<file path="src/rtl/sp1_div.sv">
// Unsigned restoring divider: one shift-subtract step per clock, MSB first.
// sp1_sub supplies the trial subtraction and sp1_incr the step counter.

module sp1_sub #(
  parameter int W = 33
) (
  input  logic [W-1:0] a,
  input  logic [W-1:0] b,
  output logic [W-1:0] diff,
  output logic         borrow
);
  always_comb begin
    {borrow, diff} = {1'b0, a} - {1'b0, b};
  end
endmodule

module sp1_incr #(
  parameter int W = 6
) (
  input  logic [W-1:0] a,
  output logic [W-1:0] y
);
  assign y = a + W'(1);
endmodule

module sp1_div #(
  parameter int DW = 32
) (
  input  logic          clk,
  input  logic          rst,
  input  logic          start,
  input  logic [DW-1:0] dividend,
  input  logic [DW-1:0] divisor,
  output logic          busy,
  output logic          done,
  output logic [DW-1:0] quo,
  output logic [DW-1:0] rem,
  output logic          dz
);
  localparam int CW = $clog2(DW + 1);

  typedef enum logic [1:0] {
    IDLE = 2'd0,
    CALC = 2'd1,
    DONE = 2'd2
  } state_t;

  state_t        state_reg, state_next;
  logic [DW-1:0] pr_reg, pr_next;     // partial remainder
  logic [DW-1:0] qd_reg, qd_next;     // dividend bits out at MSB, quotient bits in at LSB
  logic [DW-1:0] dvs_reg, dvs_next;
  logic [CW-1:0] cnt_reg, cnt_next;
  logic [DW-1:0] quo_reg, quo_next;
  logic [DW-1:0] rem_reg, rem_next;
  logic          dz_reg, dz_next;

  logic [DW:0]   shifted;
  logic [DW:0]   diff;
  logic          borrow;
  logic          restore;
  logic [DW:0]   step_rem;
  logic [DW-1:0] step_quo;
  logic [CW-1:0] cnt_inc;

  assign shifted = {pr_reg, qd_reg[DW-1]};

  sp1_sub #(.W(DW + 1)) u_sub (
    .a      (shifted),
    .b      ({1'b0, dvs_reg}),
    .diff   (diff),
    .borrow (borrow)
  );

  sp1_incr #(.W(CW)) u_incr (
    .a (cnt_reg),
    .y (cnt_inc)
  );

  // diff[DW] can only be set together with a borrow; folding it in keeps the
  // restore decision driven by every bit of the trial difference.
  assign restore  = borrow | diff[DW];
  assign step_rem = restore ? shifted : diff;
  assign step_quo = {qd_reg[DW-2:0], ~restore};

  always_comb begin
    state_next = state_reg;
    pr_next    = pr_reg;
    qd_next    = qd_reg;
    dvs_next   = dvs_reg;
    cnt_next   = cnt_reg;
    quo_next   = quo_reg;
    rem_next   = rem_reg;
    dz_next    = dz_reg;
    case (state_reg)
      IDLE: begin
        if (start) begin
          pr_next  = '0;
          qd_next  = dividend;
          dvs_next = divisor;
          cnt_next = '0;
          if (divisor == '0) begin
            state_next = DONE;
            quo_next   = '1;
            rem_next   = dividend;
            dz_next    = 1'b1;
          end else begin
            state_next = CALC;
          end
        end
      end
      CALC: begin
        pr_next  = step_rem[DW-1:0];
        qd_next  = step_quo;
        cnt_next = cnt_inc;
        if (cnt_reg == CW'(DW - 1)) begin
          state_next = DONE;
          quo_next   = step_quo;
          rem_next   = step_rem[DW-1:0];
          dz_next    = 1'b0;
        end
      end
      DONE: state_next = IDLE;
      default: state_next = IDLE;
    endcase
  end

  always_ff @(posedge clk or posedge rst) begin
    if (rst) begin
      state_reg <= IDLE;
      pr_reg    <= '0;
      qd_reg    <= '0;
      dvs_reg   <= '0;
      cnt_reg   <= '0;
      quo_reg   <= '0;
      rem_reg   <= '0;
      dz_reg    <= 1'b0;
    end else begin
      state_reg <= state_next;
      pr_reg    <= pr_next;
      qd_reg    <= qd_next;
      dvs_reg   <= dvs_next;
      cnt_reg   <= cnt_next;
      quo_reg   <= quo_next;
      rem_reg   <= rem_next;
      dz_reg    <= dz_next;
    end
  end

  assign busy = (state_reg != IDLE);
  assign done = (state_reg == DONE);
  assign quo  = quo_reg;
  assign rem  = rem_reg;
  assign dz   = dz_reg;
endmodule

</file>
<file path="config.mk">
export PLATFORM = sky130hd
export DESIGN_NAME = sp1_div
export DESIGN_NICKNAME = d
export VERILOG_FILES = /design/src/rtl/sp1_div.sv
export SDC_FILE = /design/constraint.sdc
export NUM_CORES = 1
export LEC_CHECK = 0
export CAP_MARGIN = 40
export CORE_MARGIN = 1
export CORE_UTILIZATION = 50
export CTS_CLUSTER_SIZE = 16
export DETAILED_ROUTE_END_ITERATION = 16
export PLACE_DENSITY_LB_ADDON = 0.12
export SLEW_MARGIN = 20
export SYNTH_ARGS = -nofsm -noshare
export SYNTH_HDL_FRONTEND = slang
export SYNTH_SLANG_ARGS = --single-unit
</file>
<file path="constraint.sdc">
create_clock -name clk -period 5.4 [get_ports clk]
set_clock_uncertainty 0.2 [all_clocks]
set_input_delay 0.54 -clock clk [delete_from_list [all_inputs] [get_ports clk]]
set_output_delay 0.54 -clock clk [all_outputs]
set_load 0.03 [all_outputs]
</file>
==> impl_summary.log, run 1 <==
INFO  metric status = finished clean
INFO  metric path_clk_slew = 0.07 ns
INFO  metric finalNetCount = 1252
INFO  metric synth_enable_flop_cells = 0
INFO  metric element_type_at_the_critical_path_start = register
INFO  metric area_of_the_die = 18800 sq um
INFO  metric via_count = 7987
INFO  metric number_of_placed_instances_taps_included = 1359
INFO  metric post_cts_repair_setup_buffers = 0
INFO  metric ys_ff_latch = 169
INFO  metric final_common_cell = dfrtp_1
INFO  metric tritoncts_num_sinks = 169
INFO  metric internal-power = 4400 uW
INFO  metric crit_end_category = register
INFO  metric timing.final.hold_violations = 0
INFO  metric max_cap_viols = 0
INFO  metric clock_power_share = 0.145
INFO  metric fp.coreArea = about 18000 sq um
INFO  metric drive_above_1_share = 0.0653
INFO  metric final.setup.tns = 0 ns
INFO  metric portBuffers = 133
INFO  metric num_io_pins = 134
INFO  metric drt-pass1-iter-count = 5
INFO  metric grt_antenna_before_repair = 0
INFO  metric syn-instance-count = 1051
INFO  metric syn_std_cell_area = 9140 sq um
INFO  metric cts_buffer_count = 17
INFO  metric synth_top_area_cell = dfrtp_1
INFO  metric synth_top_flop_cell = dfrtp_1
INFO  metric final_critical_path_setup_slack = 0.954 ns
INFO  metric asyncSetResetFlopFracSynth = 1.00
INFO  metric clkLatencyLatePin = about 0.44 ns
INFO  metric row_count = 49
INFO  metric worst_endpoint_required_time = 5.50 ns
INFO  metric slew_headroom = 0.460
INFO  metric critPathMaxFanout = 20
INFO  metric synth_seq_area_share = 0.463
INFO  metric final.fill_count = 1580
INFO  metric timing.final.max_slew_violations = 0
INFO  metric final_critical_delay_including_setup_and_external_delays = about 4.4 ns
INFO  metric fmax = 225 MHz
INFO  metric unrepaired_setup_endpoints_after_global_routing = false
INFO  metric routed_wirelength = 24.8 mm
INFO  metric synth.top_cells.by_area = dfrtp_1 (46%), nor2_1 (6.5%), a21oi_1 (5.5%)
INFO  metric syn_nets = around 1200
INFO  metric share_seq_of_total_power = 0.265
INFO  metric finish.utilization = 0.625
INFO  metric tightest_slew = 0.810 ns
INFO  metric crit_type = reg2reg
INFO  metric ant_nets = 0
INFO  metric detail_route.iter0.violations = 599
INFO  metric preCtsSetupSlack = 0.981 ns
INFO  metric insertedDiodeCount = 0
INFO  metric layout.cells.most_common_list = dfrtp_1 (169), nor2_1 (159), clkdlybuf4s50_1 (133)
INFO  metric grt_max_degree = 74
INFO  metric post_cts_resize_count = 0
INFO  metric yosys_warnings = 0
INFO  metric drcViolationCount = 0
INFO  metric globalRouteTotalUtil = 0.282
INFO  metric finalSetupViolations = 0
INFO  metric cts.root.buffer_cell = clkbuf_16
INFO  metric count_of_non_filler_cells_in_the_finished_layout = 1393
INFO  metric p_leak = 0.00488 uW
INFO  metric cts_tree = built
INFO  metric globalplace.congestion = 0.889
INFO  metric via_count_of_the_first_global_routing_pass = 7623
INFO  metric syn-mean-instance-area = 8.69 sq um
INFO  metric holdBufCountCts = 0
INFO  metric cts_buffer_depth = 2
INFO  metric power-per-cell-area = approximately 750 nW/um^2
INFO  metric yosysTopAreaCellShare = 0.463
INFO  metric die-width = 137 microns
INFO  metric crit_arrival = 4.55 ns
INFO  metric fp.dieH = 137 microns
INFO  metric global_route_wire_length_before_repair = ~40 mm
INFO  metric placed_wire_length_estimate = 17.7 mm
INFO  metric min-delay-path-class = in2async
INFO  metric grt_overflow = 0
INFO  metric hold-worst-slack = ~0.28 ns
INFO  metric syn2layout_area_growth = 22.9%
INFO  metric post_synth_num_cell_types = 67
INFO  metric switchingPower = 4000 uW
INFO  metric irDropWorstVdd = 0.440 mV
INFO  metric via_density = 5.73
INFO  metric initial_utilization = 0.509
INFO  metric netSwitchingFraction = 0.476
INFO  metric timing.final.crit_share = 0.823
INFO  metric routed_wire_length_per_instance = 17.8 microns
INFO  metric combPwrFrac = 0.590
INFO  metric cts_htree_levels = 4
## area by class of cell
cell class                      count  area [sq um]  share of cell area
Clock buffer                       18           439              0.0391
Clock inverter                     14           148              0.0132
Inverter                           41           159              0.0142
Multi-Input combinational cell    772          4450               0.396
Sequential cell                   169          4230               0.377
Tap cell                          229           287              0.0255
Timing Repair Buffer              150          1520               0.135
## per-stage QoR
stage | cell area (sq um) | power, uW
final | 11200 | 8400
after global routing | 11200 | 9050
after CTS | 11200 | 8410
after detailed placement | 10600 | 7160
after global placement | 10600 | 7090
after floorplan | 9140 | 5750
## logic make-up (layout without fill, tap and decap cells)
group / Yosys count / count (layout) / share of synthesized area
buf+inv: 110 / 223 / 0.0520
compound gates: 274 / 274 / 0.178
xor+xnor: 29 / 29 / 0.0286
mux: 22 / 22 / 0.0241
flops: 169 / 169 / 0.463
fa+ha+maj: 34 / 34 / 0.0474
simple gates: 413 / 413 / 0.207
## Yosys cell counts, types with 4 or more instances
library cell,count
nand4_1,13
o21ai_1,24
and3_1,9
nand3_1,33
o21ai_0,65
mux2i_1,22
inv_1,41
clkbuf_1,56
nor3_1,37
xnor2_1,15
buf_1,4
ha_1,33
and2_1,7
o211ai_1,4
o22ai_1,13
a21oi_1,100
o21bai_1,6
or3_1,8
dfrtp_1,169
xor2_1,13
nor3b_2,4
nor4_1,14
nor2b_1,7
nand2b_1,9
a21o_1,9
a31oi_1,16
nand2_1,103
nor2_1,159
## layer usage
| layer | track usage | vias up | wire [microns] |
|---|---|---|---|
| met5 | 0 | - | 0 |
| li1 | - | 3863 | - |
| met2 | 0.467 | 213 | 12100 |
| met3 | 0.0475 | 50 | 1080 |
| met1 | 0.372 | 3861 | 10800 |
| met4 | 0.105 | 0 | 812 |
## worst max-delay path: stages (launching register included)
cell and delay, ns:
dfrtp_1 0.41, inv_1 0.07, ha_1 0.18, inv_1 0.06
fa_1 0.42, a211oi_2 0.22, o211ai_1 0.16, a311oi_2 0.42
o221ai_2 0.20, a221oi_2 0.32, xor2_2 0.28, or2_1 0.69
buf_4 0.32, mux2i_1 0.27, o21ai_1 0.08
## worst paths after layout
path                       slack [ns]  cells past startpoint        from          to
max                              0.95                     14  qd_reg[31]   pr_reg[6]
min                              0.28                      2         rst     quo[26]
max reg2reg                      0.95                     14  qd_reg[31]   pr_reg[6]
min reg2reg                      0.28                      2     rem[25]     rem[25]
max in group asynchronous        3.68                      4         rst  dvs_reg[7]
min in group clk                 0.28                      2     rem[25]     rem[25]
## power groups by stage
stage / logic (uW) / registers, uW / clock network [uW]
final: 4960 / 2220 / 1220
after global routing: 5480 / 2280 / 1290
after floorplan: 3220 / 2530 / 0
after detailed placement: 4920 / 2230 / 0
after global placement: 4860 / 2230 / 0
after CTS: 4960 / 2220 / 1240
Note: power is estimated with default switching activity, not from simulation.
==> run 2, diff against run 1 <==
--- a/config.mk
+++ b/config.mk
@@ -7,7 +7,7 @@
 export LEC_CHECK = 0
 export CAP_MARGIN = 40
 export CORE_MARGIN = 1
-export CORE_UTILIZATION = 50
+export CORE_UTILIZATION = 55
 export CTS_CLUSTER_SIZE = 16
 export DETAILED_ROUTE_END_ITERATION = 16
 export PLACE_DENSITY_LB_ADDON = 0.12
==> constraint.sdc (replaced) <==
create_clock -name clk -period 4.5 [get_ports clk]
set_clock_uncertainty 0.2 [all_clocks]
set_input_delay 0.45 -clock clk [delete_from_list [all_inputs] [get_ports clk]]
set_output_delay 0.45 -clock clk [all_outputs]
set_load 0.03 [all_outputs]
==> impl_summary.log, run 2 (synthesis results as in run 1) <==
INFO  metric status = finished clean
INFO  metric placed_wire_length_estimate = 17.5 mm (-1.2%)
INFO  metric cpMaxStageDelayCell = a311oi_2
INFO  metric via_count = 8034 (+0.59%)
INFO  metric p_leak = 0.00486 uW (-0.44%)
INFO  metric cts.root.buffer_cell = clkbuf_16
INFO  metric cts_buffer_count = 17 (unchanged)
INFO  metric critical_path.cell_chain = inv_1 -> ha_1 -> inv_1 -> fa_1 -> a211oi_2 -> o211ai_1 -> a311oi_2 -> o221ai_2 -> a221oi_2 -> xor2_2 -> or2_1 -> buf_12 -> or3_1 -> a32o_1
INFO  metric final_common_cell = dfrtp_1
INFO  metric drive_above_1_share = 0.0645 (-0.000804)
INFO  metric globalRouteTotalUtil = 0.305 (+0.0231)
INFO  metric finalNetCount = 1251 (-0.080%)
INFO  metric clkLatencyLatePin = 0.44 ns (about the same)
INFO  metric tritoncts_num_sinks = 169 (unchanged)
INFO  metric timing.final.max_slew_violations = 0 (unchanged)
INFO  metric ant_nets = 0 (unchanged)
INFO  metric number_of_placed_instances_taps_included = 1345 (-1.0%)
INFO  metric via_density = 5.82 (+1.5%)
INFO  metric syn2layout_area_growth = 22.4%
INFO  metric worst_endpoint_required_time = 4.63 ns (-0.87 ns)
INFO  metric routed_wire_length_per_instance = 18.1 microns (+1.4%)
INFO  metric grt_max_degree = 96 (+30%)
INFO  metric cts_tree = built
INFO  metric unrepaired_setup_endpoints_after_global_routing = false
INFO  metric grt_antenna_before_repair = 1 (+1)
INFO  metric via_count_of_the_first_global_routing_pass = 7663 (+0.52%)
INFO  metric irDropWorstVdd = 0.456 mV (+3.4%)
INFO  metric timing.critical_path.slowest_cell_delay = 0.43 ns (-0.26 ns)
INFO  metric final.setup.tns = 0 ns (unchanged)
INFO  metric crit_end_category = register
INFO  metric critPathMaxFanout = 43 (+110%)
INFO  metric holdBufCountCts = 0 (unchanged)
INFO  metric timing.final.hold_violations = 0 (unchanged)
INFO  metric final_critical_delay_including_setup_and_external_delays = 4.11 ns (-0.339 ns)
INFO  metric num_io_pins = 134 (unchanged)
INFO  metric tightest_slew = 0.785 ns (-0.0251 ns)
INFO  metric post_cts_resize_count = 0 (unchanged)
INFO  metric drt-pass1-iter-count = 5 (unchanged)
INFO  metric area_of_the_die = 17100 sq um (-9.0%)
INFO  metric detail_route.iter0.violations = 650 (+8.5%)
INFO  metric layout.cells.most_common_list = dfrtp_1 (169), nor2_1 (159), clkdlybuf4s50_1 (133)
INFO  metric worst_path_most_repeated_cell = inv_1
INFO  metric timing.final.crit_share = 0.913 (+0.0894)
INFO  metric power-per-cell-area = 905 nW/um^2 (+21%)
INFO  metric global_route_wire_length_before_repair = 39.2 mm (-2.7%)
INFO  metric element_type_at_the_critical_path_start = register
INFO  metric max_cap_viols = 0 (unchanged)
INFO  metric cts_buffer_depth = 2 (unchanged)
INFO  metric crit_arrival = 4.24 ns (-0.31 ns)
INFO  metric slew_headroom = 0.476 (+0.0160)
INFO  metric path_clk_slew = 0.07 ns (about the same)
INFO  metric drcViolationCount = 0 (unchanged)
INFO  metric portBuffers = 133 (unchanged)
INFO  metric cts_htree_levels = 4 (unchanged)
INFO  metric die-width = 131 microns (-4.6%)
INFO  metric fmax = 243 MHz (+8.2%)
INFO  metric min-delay-path-class = in2async
INFO  metric post_cts_repair_setup_buffers = 0 (unchanged)
INFO  metric routed_wirelength = 24.9 mm (+0.47%)
INFO  metric initial_utilization = 0.569 (+0.0604)
INFO  metric globalplace.congestion = 0.907 (+2.0%)
INFO  metric grt_overflow = 0 (unchanged)
INFO  metric crit_type = reg2reg
INFO  metric fp.dieH = 131 microns (-4.6%)
INFO  metric finalSetupViolations = 0 (unchanged)
INFO  metric fp.coreArea = 16100 sq um (-11%)
INFO  metric count_of_non_filler_cells_in_the_finished_layout = 1380 (-0.93%)
INFO  metric row_count = 46 (-6.1%)
-- run 2: routing by layer --
layer	vias up	wire, microns	global-route usage
li1	3861	-	-
met1	3878	10300	0.388
met2	242	12500	0.512
met3	53	1360	0.0651
met4	0	757	0.117
met5	-	0	0
-- run 2: cell type report --
type / instances / area, sq um
timing repair buffer: 149 / 1490
antenna: 1 / 2.50
clock inverter: 15 / 163
fill: 1269 / 4870
sequential: 169 / 4230
tap: 216 / 270
multi-input combinational: 772 / 4450
clock buffer: 17 / 425
inverter: 41 / 158
-- run 2: through the flow --
stage	total power [uW]	util	setup slack, ns	area [sq um]	hold WS, ns
6_report	10100	0.697	0.392	11200	0.126
5_1_grt	10800	0.697	0.161	11200	0.135
4_1_cts	10100	0.694	0.441	11200	0.135
3_5_place_dp	8580	0.658	0.500	10600	0.276
3_3_place_gp	8480	0.657	0.612	10600	0.252
2_1_floorplan	6910	-	0.925	9140	0.239
-- run 2: worst paths after layout --
check                           cells past startpoint  slack (ns)        from           to
max in group asynchronous                           3        3.15         rst  dvs_reg[23]
min in group clk                                    2        0.29     rem[25]      rem[25]
worst max register to register                     14        0.39  qd_reg[31]       rem[5]
worst max-delay path                               14        0.39  qd_reg[31]       rem[5]
worst min register to register                      2        0.29     rem[25]      rem[25]
worst min-delay path                                2        0.13         rst      quo[26]
-- run 2: critical path: cells and delay by family (launching register included) --
| kind | cells | cell delay (ns) |
|---|---|---|
| buffers and inverters | 3 | 0.32 |
| xor gates and xnor gates | 1 | 0.16 |
| AOI/OAI and AO/OA | 6 | 1.64 |
| adders and majority gates | 2 | 0.58 |
| DFF | 1 | 0.40 |
| and+or+nand+nor | 2 | 0.69 |
-- run 2: power by group --
group	internal [uW]	switching (uW)
Sequential	2210	448
Clock	785	680
Combinational	2300	3690
Total	5300	4820
